==> src/rtl/sw_debounce_if.sv <==
// Switch-conditioning bundle: raw switch levels in; debounced levels, edge pulses and the soc reset out.
interface sw_debounce_if #(parameter int N_SW = 8);
    logic [N_SW-1:0] sw_raw;
    logic [N_SW-1:0] sw_stable;
    logic [N_SW-1:0] sw_rise;
    logic [N_SW-1:0] sw_fall;
    logic            soc_rst_n;

    modport master (output sw_raw, input sw_stable, sw_rise, sw_fall, soc_rst_n);
    modport slave  (input sw_raw, output sw_stable, sw_rise, sw_fall, soc_rst_n);
endinterface

==> src/rtl/sw_debounce.sv <==
// Synchronises and debounces the slide-switch bank and stretches the soc reset.
// Define SW_EDGE_DETECT_EN to generate the sw_rise/sw_fall pulses; otherwise they are tied to 0.
module sw_debounce #(
    parameter int N_SW         = 8,
    parameter int DEBOUNCE_CYC = 50000,
    parameter int RST_HOLD     = 16,
    parameter int RST_IDX      = 7
) (
    input  logic         clk,
    input  logic         rst,
    sw_debounce_if.slave sw
);
    localparam int CW = $clog2(DEBOUNCE_CYC + 1);
    localparam int HW = (RST_HOLD > 0) ? $clog2(RST_HOLD + 1) : 1;
    localparam logic [CW-1:0] CNT_LAST  = CW'(DEBOUNCE_CYC - 1);
    localparam logic [HW-1:0] HOLD_INIT = HW'(RST_HOLD);

    logic [N_SW-1:0]         sync1_q, sync2_q;
    logic [N_SW-1:0][CW-1:0] cnt_q, cnt_d;
    logic [N_SW-1:0]         stable_q, stable_d;
    logic [HW-1:0]           hold_q, hold_d;
    logic                    socRstN_q, socRstN_d;

    // A bit accepts a new level only after an unbroken run of mismatching synchronised samples.
    always_comb begin
        cnt_d    = cnt_q;
        stable_d = stable_q;
        for (int i = 0; i < N_SW; i++) begin
            if (sync2_q[i] == stable_q[i]) begin
                cnt_d[i] = '0;
            end else if (cnt_q[i] == CNT_LAST) begin
                cnt_d[i]    = '0;
                stable_d[i] = sync2_q[i];
            end else begin
                cnt_d[i] = cnt_q[i] + CW'(1);
            end
        end
        hold_d    = (hold_q == '0) ? '0 : hold_q - HW'(1);
        socRstN_d = (hold_q == '0) && stable_q[RST_IDX];
    end

    always_ff @(posedge clk or posedge rst) begin
        if (rst) begin
            sync1_q   <= '0;
            sync2_q   <= '0;
            cnt_q     <= '0;
            stable_q  <= '0;
            hold_q    <= HOLD_INIT;
            socRstN_q <= 1'b0;
        end else begin
            sync1_q   <= sw.sw_raw;
            sync2_q   <= sync1_q;
            cnt_q     <= cnt_d;
            stable_q  <= stable_d;
            hold_q    <= hold_d;
            socRstN_q <= socRstN_d;
        end
    end

`ifdef SW_EDGE_DETECT_EN
    logic [N_SW-1:0] rise_q, fall_q;

    // Pulses land on the same edge as the stable level they describe.
    always_ff @(posedge clk or posedge rst) begin
        if (rst) begin
            rise_q <= '0;
            fall_q <= '0;
        end else begin
            rise_q <= (stable_d ^ stable_q) & stable_d;
            fall_q <= (stable_d ^ stable_q) & ~stable_d;
        end
    end

    assign sw.sw_rise = rise_q;
    assign sw.sw_fall = fall_q;
`else
    assign sw.sw_rise = '0;
    assign sw.sw_fall = '0;
`endif

    assign sw.sw_stable = stable_q;
    assign sw.soc_rst_n = socRstN_q;
endmodule
==> src/flat_wrapper.sv <==
// flat-port wrapper written by rule: the top's interface ports become plain ports
module sw_debounce_flat 
#(
    parameter int N_SW         = 8,
    parameter int DEBOUNCE_CYC = 50000,
    parameter int RST_HOLD     = 16,
    parameter int RST_IDX      = 7
)
  (clk, rst, sw_sw_raw, sw_sw_stable, sw_sw_rise, sw_sw_fall, sw_soc_rst_n);
  sw_debounce_if #(.N_SW(N_SW)) sw_i ();
  input  logic clk;
  input  logic rst;
  input wire logic [$bits(sw_i.sw_raw)-1:0] sw_sw_raw;
  output wire logic [$bits(sw_i.sw_stable)-1:0] sw_sw_stable;
  output wire logic [$bits(sw_i.sw_rise)-1:0] sw_sw_rise;
  output wire logic [$bits(sw_i.sw_fall)-1:0] sw_sw_fall;
  output wire logic [$bits(sw_i.soc_rst_n)-1:0] sw_soc_rst_n;
  assign sw_i.sw_raw = sw_sw_raw;
  assign sw_sw_stable = sw_i.sw_stable;
  assign sw_sw_rise = sw_i.sw_rise;
  assign sw_sw_fall = sw_i.sw_fall;
  assign sw_soc_rst_n = sw_i.soc_rst_n;
  sw_debounce #(.N_SW(N_SW), .DEBOUNCE_CYC(DEBOUNCE_CYC), .RST_HOLD(RST_HOLD), .RST_IDX(RST_IDX)) u_core (.clk(clk), .rst(rst), .sw(sw_i));
endmodule
==> config.mk <==
export PLATFORM = sky130hd
export DESIGN_NAME = sw_debounce_flat
export DESIGN_NICKNAME = d
export VERILOG_FILES = /design/src/rtl/sw_debounce_if.sv /design/src/rtl/sw_debounce.sv /design/src/flat_wrapper.sv
export SDC_FILE = /design/constraint.sdc
export NUM_CORES = 1
export LEC_CHECK = 0
export ABC_AREA = 1
export ABC_CLOCK_PERIOD_IN_PS = 16550
export CORE_ASPECT_RATIO = 1.5
export CORE_MARGIN = 3
export CORE_UTILIZATION = 66
export DETAILED_ROUTE_END_ITERATION = 16
export PLACE_DENSITY = 0.85
export SLEW_MARGIN = 20
export SYNTH_ARGS = -nofsm -noshare
export SYNTH_HDL_FRONTEND = slang
export SYNTH_SLANG_ARGS = --single-unit
==> constraint.sdc <==
create_clock -name clk -period 16.55 [get_ports clk]
set_input_delay 4.965 -clock clk [delete_from_list [all_inputs] [get_ports clk]]
set_output_delay 4.965 -clock clk [all_outputs]
set_load 0.02 [all_outputs]
==> results.tsv <==
metric	value	unit
status	complete, no violations	
crit_arrival	1450	ps
rr_worst_depth	7	
maxSlewHeadroom	55.2	%
hold_depth	0	
power.leakage	0.00451	µW
clkSinkCount	158	
cts_buffers	17	
avgSynthCellArea	7.85	µm²
grt_pass1_wl	29000	µm
grt_overflow_total	0	
regToRegStartpoint	u_core.hold_q[0]	
start_util	68.6	%
layout_commonest_cell	nor2_1	
fin_nets	1122	
ir_worst_vdd	0.0804	mV
synth_top_area_share	47.0	%
min_to	u_core.sync2_q[6]	
post_dp_cell_area	8680	µm²
finalSetupTns	0	ps
wire_per_inst	13.3	µm
drive_above_1_share	8.60	%
critical_path_peak_fanout	3	
cp_cell_sequence	clkdlybuf4s50_1	
synthTopCellsByArea	dfrtp_1, nor2_1, nand2_1	
setup_viol	0	
ys_types	30	
p_total	857	µW
route.met3.wl	762	µm
post-route-period-util	38.8	%
area_delta_synth_final	11.8	%
grt_pass1_vias	6716	
stdcell_area	9350	µm²
wirelength	16900	µm
slew_viol_final	0	
grt_use_total	25.0	%
ys_seq_area_share	47.3	%
clockBufferDepth	2	
antenna_found_initial	0	
startpoint_type	flip-flop	
max_cap_violations	0	
rrSetupSlack	14950	ps
hold_path_class	reg -> reg	
cts_resized	0	
max_freq	156	MHz
cp_top_family	buffers and inverters	
num_vias	6890	
final_hold_viol_count	0	
via_per_inst	5.43	
fin_skew	8.59	ps
rows	49	
cts_tree	yes	
worst_slew_pin_slew	672	ps
cts_setup_buffers	0	
die_area	14100	µm²
coreArea	12200	µm²
setup_slack	10130	ps
die_y	144	µm
grt_max_degree	83	
cp.required	11580	ps
synth_warnings	0	
clk-insertion-delay-late	420	ps
synth_seq_cells	158	
cts.htree.levels	4	
r2r-end	u_core.hold_q[2]	
final_util	76.7	%
clock-root-buffer	clkbuf_16	
postCtsHoldBufs	0	
min_period	6420	ps
firstDrtPassIters	6	
powerDensity	91.6	nW/µm²
dr_wl_met2	9050	µm
worstSetupPathType	reg -> out	
ant_nets	0	
yosys.area.top_type	dfrtp_1	
io_pins	35	
synthesis.area	8360	µm²
end_kind	primary output	
dp_slack	9520	ps
slowest_stage	clkdlybuf4s50_1	
drt_iter0_markers	397	
slowest_delay	630	ps
crit_buf_inv	1	
cts.clk_slew.worst_paths	60	ps
rsz0062_at_grt	false	
hpwl	11200	µm
min_from	u_core.sync1_q[6]	
highest_layer	met4	
final_cell_mix	nor2_1, nand2_1, dfrtp_1	
fp.dieW	97.9	µm
drc	0	
netlist_instances	1065	
wirelength_met1	6730	µm
io_buffer_count	18	
diodes	0	
place_congestion	0.933	
flip-flops by register name (all words and copies together) (netlist names):
register,count
u_core.hold_q,5
u_core.sw.sw_stable,8
u_core.sync1_q,8
u_core.sync2_q,8
u_core.sw.soc_rst_n,1
u_core.cnt_q,128
power breakdown:
| group | total [µW] | switching, µW | internal [µW] |
|---|---|---|---|
| clock network | 426 | 150 | 276 |
| registers | 399 | 6.42 | 393 |
| logic | 31.5 | 22.5 | 9.03 |
| total | 857 | 179 | 678 |
cells by family after synthesis:
family / synth area share [%]
compound gates: 4.22
xor+xnor: 6.21
fa+ha+maj: 1.35
buf+inv: 7.09
flops: 47.3
other cells: 0.0448
simple gates: 33.8
how the worst max path moves through the flow:
| stage | slack, ps | cells past startpoint | startpoint | end |
|---|---|---|---|---|
| global route | 10020 | 4 | rst | u_core.hold_q[4] |
| detailed placement | 9520 | 3 | rst | u_core.cnt_q[101] |
| global placement | 9550 | 3 | rst | u_core.cnt_q[100] |
| floorplan | 7320 | 1 | rst | u_core.cnt_q[0] |
| finish | 10130 | 1 | u_core.sw.sw_stable[3] | sw_sw_stable[3] |
| CTS | 9970 | 3 | rst | u_core.cnt_q[36] |
metal layers:
metal / track usage [%] / up-vias
li1: - / 3396
met3: 4.91 / 50
met5: 0 / -
met4: 8.39 / 0
met2: 46.4 / 204
met1: 28.9 / 3240
cell usage after synthesis:
cell      instances
nand3b_1          2
nand3_1          80
nand4_1          24
a21oi_1          24
nor3_4            2
nand3_2           9
xnor2_1          17
xor2_2            5
buf_4            16
dfrtp_1         157
ha_1              9
o21ai_0          11
nor3_2           10
nor3_1            3
inv_2             5
nor2_1          269
nand2_1         205
nor3b_1           3
dfstp_2           1
xor2_1           33
inv_1           121
a21o_1            4
a31oi_1           8
nand2_4           2
nand2_2          18
o21ai_1           3
conb_1            1
nor3b_2           2
nor2_2           10
o21bai_1         11
metrics by stage:
step | hold slack [ps] | cells
2_1_floorplan | 331 | 1080
6_report | 348 | 1269
5_1_grt | 357 | 1269
4_1_cts | 352 | 1268
3_3_place_gp | 335 | 1236
3_5_place_dp | 336 | 1236
layout make-up:
cell class	instances	area, µm²
Sequential cell	158	3960
Timing Repair Buffer	20	208
Clock inverter	10	185
Tap cell	153	191
Inverter	126	478
Fill cell	867	2850
Multi-Input combinational cell	780	3870
Clock buffer	22	464
No activity file was read; power rests on OpenSTA's default activity.
